## src/rtl/posit_pkg.sv

```systemverilog
// posit_pkg: posit8 constants and the dot-product sequencer state type.
// Shared by the sequencer and anything that talks to the posit MAC.
package posit_pkg;

   localparam int POSIT_W = 8;

   localparam logic [POSIT_W-1:0] POSIT_ZERO = 8'h00;
   localparam logic [POSIT_W-1:0] POSIT_NAR  = 8'h80;

   // default register stages between mac_* and mac_res
   localparam int DEF_MAC_LAT = 2;

   typedef enum logic [1:0] {
      IDLE,
      ACCEPT,
      WAIT,
      DONE
   } dot_state_t;

endpackage

```

## src/rtl/posit_dot_seq.sv

```systemverilog
// posit_dot_seq: feeds operand pairs to a registered posit8 MAC,
// folds each result into an accumulator and emits the dot product.
module posit_dot_seq
   import posit_pkg::*;
#(
   parameter int MAC_LAT = DEF_MAC_LAT,
   parameter int CNT_W   = 8
) (
   input  logic               clk,
   input  logic               rst,
   input  logic               in_valid,
   output logic               in_ready,
   input  logic [POSIT_W-1:0] in_a,
   input  logic [POSIT_W-1:0] in_b,
   input  logic               in_last,
   output logic [POSIT_W-1:0] mac_a,
   output logic [POSIT_W-1:0] mac_b,
   output logic [POSIT_W-1:0] mac_c,
   input  logic [POSIT_W-1:0] mac_res,
   output logic               out_valid,
   input  logic               out_ready,
   output logic [POSIT_W-1:0] out_data,
   output logic [CNT_W-1:0]   out_count,
   output logic               out_nar
);

   localparam int WCNT_W = $clog2(MAC_LAT + 1) + 1;

   dot_state_t         state_q;
   dot_state_t         state_d;
   logic [POSIT_W-1:0] acc;
   logic [CNT_W-1:0]   cnt;
   logic [WCNT_W-1:0]  wcnt;
   logic               last_q;
   logic               in_fire;
   logic               wait_done;
   logic               out_fire;

   assign in_fire   = in_valid & in_ready;
   assign out_fire  = out_valid & out_ready;
   assign wait_done = (state_q == WAIT) &&
                      (wcnt == WCNT_W'(MAC_LAT));

   // state register
   always_ff @(posedge clk or posedge rst) begin
      if (rst) state_q <= IDLE;
      else     state_q <= state_d;
   end

   // next state plus handshake and result outputs
   always_comb begin
      state_d   = state_q;
      in_ready  = 1'b0;
      out_valid = 1'b0;
      out_data  = POSIT_ZERO;
      out_count = '0;
      out_nar   = 1'b0;
      unique case (state_q)
         IDLE: state_d = ACCEPT;
         ACCEPT: begin
            in_ready = 1'b1;
            if (in_valid) state_d = WAIT;
         end
         WAIT: begin
            if (wait_done)
               state_d = last_q ? DONE : ACCEPT;
         end
         DONE: begin
            out_valid = 1'b1;
            out_data  = acc;
            out_count = cnt;
            out_nar   = (acc == POSIT_NAR);
            if (out_ready) state_d = ACCEPT;
         end
         default: state_d = IDLE;
      endcase
   end

   // operand issue, latency wait, accumulate and term count
   always_ff @(posedge clk or posedge rst) begin
      if (rst) begin
         mac_a  <= POSIT_ZERO;
         mac_b  <= POSIT_ZERO;
         mac_c  <= POSIT_ZERO;
         acc    <= POSIT_ZERO;
         cnt    <= '0;
         wcnt   <= '0;
         last_q <= 1'b0;
      end else begin
         if (in_fire) begin
            mac_a  <= in_a;
            mac_b  <= in_b;
            mac_c  <= acc;
            last_q <= in_last;
            wcnt   <= '0;
            if (cnt != '1) cnt <= cnt + CNT_W'(1);
         end
         if (state_q == WAIT) wcnt <= wcnt + WCNT_W'(1);
         if (wait_done) acc <= mac_res;
         if (out_fire) begin
            acc <= POSIT_ZERO;
            cnt <= '0;
         end
      end
   end

endmodule

```

## config.mk

```make
export PLATFORM = sky130hd
export DESIGN_NAME = posit_dot_seq
export DESIGN_NICKNAME = d
export VERILOG_FILES = /design/src/rtl/posit_pkg.sv /design/src/rtl/posit_dot_seq.sv
export SDC_FILE = /design/constraint.sdc
export NUM_CORES = 1
export LEC_CHECK = 0
export CAP_MARGIN = 20
export CORE_ASPECT_RATIO = 0.9
export CORE_MARGIN = 2
export CORE_UTILIZATION = 40
export DETAILED_ROUTE_END_ITERATION = 16
export GPL_TIMING_DRIVEN = 0
export PLACE_DENSITY = 0.72
export SKIP_LAST_GASP = 1
export SLEW_MARGIN = 20
export SYNTH_ARGS = -nofsm -noshare
export SYNTH_HDL_FRONTEND = slang
export SYNTH_SLANG_ARGS = --single-unit
```

## constraint.sdc

```tcl
create_clock -name clk -period 4.9 [get_ports clk]
set_input_delay 0.98 -clock clk [delete_from_list [all_inputs] [get_ports clk]]
set_output_delay 0.98 -clock clk [all_outputs]
set_load 0.1 [all_outputs]
```

; ---- Word-level counts from Yosys, hierarchy flattened
; Index checks and enable logic that the tools add are counted.
[classes]
eq_ne = 9
reduce_logical = 8
muxes = 17
n_bitwise = 2
n_addsub = 2
[op_table]
columns = cell, count
row1 = $mux 8, 7
row2 = $add 8x1->8 const B, 1
row3 = $eq 8x8->1 const B, 1
row4 = $mux 2, 4
row5 = $ne 8x8->1 const B, 1
row6 = $pmux 2 s4, 1
row7 = $reduce_bool 2->1, 4
row8 = $mux 3, 2
row9 = $ne 2x2->1 const B, 3
row10 = $eq 2x2->1 const B, 2
row11 = $add 3x1->3 const B, 1
row12 = $eq 3x2->1 const B, 1
row13 = $mux 1, 3
row14 = $reduce_and 3->1, 1
row15 = $and 1x1->1, 2
row16 = $eq 2x1->1 const B, 1
row17 = $logic_not 2->1, 1
row18 = $reduce_and 2->1, 1
row19 = $logic_and 1x1->1, 1
[totals]
elab_cells = 46
reg_bits = 46
out_inout_bits = 43
input_bits = 29

; ---- Depth between registers and ports, before layout
[logic_depth]
depth_word = 5
ltp_mapped = 7
mapped_depth_nobuf = 5

; ---- Worst setup path before layout
; No wires, ideal clock.
[synth_path]
path_kind = reg-to-output
start = register state_q[1]
end = output port out_nar
required_ns = 3.920
path_buffers = 0
arrival_ns = 5.114
setup_slack_ns = -1.194
stages_incl_launch_ff = 5
cell_sequence = dfrtp_1 -> ha_1 -> and2_1 -> nand2_1 -> nor4_1
[synth_between]
elab_chain_len = 2
[synth_rtl]
columns = element, line_no
row1 = from (decl), posit_dot_seq.sv:29  ; dot_state_t state_q;
row2 = from (signal assigned), posit_dot_seq.sv:47  ; else state_q <= state_d;
row3 = $eq 2x2->1, posit_dot_seq.sv:58  ; unique case (state_q)
row4 = $mux 1, posit_dot_seq.sv:58
row5 = to (decl), posit_dot_seq.sv:24  ; output logic out_nar
; Every way passes these cells.

; ---- Worst setup path in the final report
[layout_path]
start = register state_q[1]
end = output port out_data[6]
[layout_between]
elab_chain_len = 2
[layout_rtl]
columns = element, line_no
row1 = $eq 2x2->1, posit_dot_seq.sv:58
row2 = $mux 8, posit_dot_seq.sv:58
row3 = to (decl), posit_dot_seq.sv:22  ; output logic [POSIT_W-1:0] out_data,
; Every way passes these cells.

==> run metrics <==
Yosys warning total=0; drt pass-1 iters=4; TNS Setup=0 ns; EDFF count, synth=0; crit path max-delay cell type=clkdlybuf4s50_1; status=finished, final reports clean; post-synth top area cell=dfrtp_1; io pins=72; clock root buffer=clkbuf_8; Initial Util=41.1%; Period minus WS final=3.81 ns; Placer Congestion=0.865; Mapped Nets=216; commonest non-fill, non-tap cells in the layout=clkdlybuf4s50_1, dfrtp_1, mux2_2; Synth Instances=181; post-cts sizing count=0; Async SR Flop Fraction=100%; Cell variety after synth=30; die area=between 5000 and 6000 um2; Reg clk slew, reported paths=0.08 ns; WL final=4.58 mm; crit-path cells=ha_1, clkbuf_1, and2_1, clkdlybuf4s50_1; Slew Viols, Final=0; Worst Path Class, Setup=reg -> out; global-route wire length before repair=7.73 mm; CP required=approximately 3.9 ns; H-tree depth=2; mean post-synth cell area=11.9 um2; grt ovf=0; share of cells above drive strength 1=~16%; cell family with most CP delay=buffers and inverters; row cnt=25; Nets=295; PortBufs=71; Top FF cell, synth=dfrtp_1; Die Height=73.5 um; post-synthesis sequential area ratio=53.6%; post-route clock period utilization=around 78%; critical path arrival=around 2.8 ns; DR vias=1,616; synth top area cells=dfrtp_1, mux2_2, mux2i_1; routed len/inst=14.0 um; most common cell after layout, fill and taps aside=clkdlybuf4s50_1; Hold Crit Class=reg -> reg; Final ANT Viol Nets=0; worst-margin pin slew=1.01 ns; Slew HR=roughly a third; CTS tree=done; max incr delay on CP=1.15 ns; initial antenna violation count=0; max cap viols=0; Synth top area share=roughly 54%; FF+latch count, synth=between 40 and 50; Fin Clk Skew=0.00481 ns; Setup Buffers After CTS=0; clock sinks=46; drt drc=0; Final Hold Fails=0; kind of end point of the critical path=primary output; RSZ-0062 raised after global routing=false; startpoint type of the worst setup path=flip-flop; largest net degree at the start of global routing=33; overall routing resource usage=17.0%; Post-Syn Area=2150 um2; Achievable Freq=262 MHz; CTS Hold Bufs=0; CP max FO=11; clock insertion delay at the later pin of the skew report=approximately 0.29 ns; CTS Buffer Depth=2; die width=81.2 um; worst path bufs/invs=2; vias in the first global route=1,696; vias per std cell=4.93; final setup violation count=0; Inserted Clock Buffers=5; DP HPWL=3.35 mm; Initial DRC Count=77; area delta synth->final=43.6%; Antenna Cells=0; core area=5220 um2
final timing paths:
kind | start | to | slack, ns | cells after the start
max in group asynchronous | rst | mac_c[3]$_DFFE_PP0P_ | 3.46 | 3
max reg2reg | state_q[1]$_DFFE_PP0P_ | mac_b[0]$_DFFE_PP0P_ | 3.12 | 6
max | state_q[1]$_DFFE_PP0P_ | out_data[6] | 1.09 | 4
min | mac_b[0]$_DFFE_PP0P_ | mac_b[0]$_DFFE_PP0P_ | 0.51 | 1
min in group asynchronous | rst | mac_a[3]$_DFFE_PP0P_ | 0.97 | 2
min reg2reg | mac_b[0]$_DFFE_PP0P_ | mac_b[0]$_DFFE_PP0P_ | 0.51 | 1
layer usage:
layer	track usage (%)	part of all wire, %	up-vias
li1	-	-	784
met1	21.1	44	786
met2	27.7	48	42
met3	6.39	6.6	4
met4	5.27	0.92	0
met5	0	0	-
per-stage QoR:
stage / area (um2) / cells / hold slack (ns) / worst slack (ns) / util (%)
final: 3080 / 328 / 0.506 / 1.09 / 59.0
after global routing: 3080 / 328 / 0.524 / 0.942 / 59.0
after CTS: 3080 / 328 / 0.502 / 1.06 / 59.0
after detailed placement: 2980 / 320 / 0.489 / 1.38 / 57.0
after global placement: 2960 / 319 / 0.487 / 1.43 / 56.6
after floorplan: 2160 / 181 / 0.455 / 0.535 / -
sequential cells by signal, summed over array words and instances, names as in the netlist:
signal and flops:
acc 8, cnt 8, last_q 1, mac_a 8
mac_b 8, mac_c 8, state_q 2, wcnt 3
kinds of logic (layout without fill, tap and decap cells):
kind of cell	after synthesis	count (layout)	share of synthesized area (%)
simple gates	57	57	14.1
flops	46	46	53.6
mux	42	42	21.2
buf+inv	16	96	3.03
compound gates	14	14	4.60
fa+ha+maj	6	6	3.50
final cells by class:
type | instances | area (um2)
inverter | 8 | 30.0
clock buffer | 7 | 76.3
fill | 432 | 2140
timing repair buffer | 72 | 731
multi-input combinational | 119 | 946
tap | 67 | 83.8
clock inverter | 1 | 30.0
buffer | 8 | 35.0
sequential | 46 | 1150
worst register-to-register path: cells and delay by family (launching register included):
family	cells	cell delay [ns]
adders and majority gates	1	0.18
buffers and inverters	3	0.52
DFF	1	0.41
muxes	1	0.36
and+or+nand+nor	1	0.20
Yosys cell counts (3+ instances only):
| master | n |
|---|---|
| and2_1 | 17 |
| nor2_1 | 9 |
| a21oi_1 | 4 |
| dfrtp_1 | 46 |
| mux2_2 | 26 |
| inv_1 | 7 |
| buf_2 | 4 |
| mux2i_1 | 15 |
| clkbuf_1 | 4 |
| nor4_1 | 3 |
| nand2_1 | 12 |
| ha_1 | 6 |
| nand2b_1 | 5 |
Power is not shown: default switching activity piles up to over one toggle a cycle in this logic, so the estimate is an artifact.
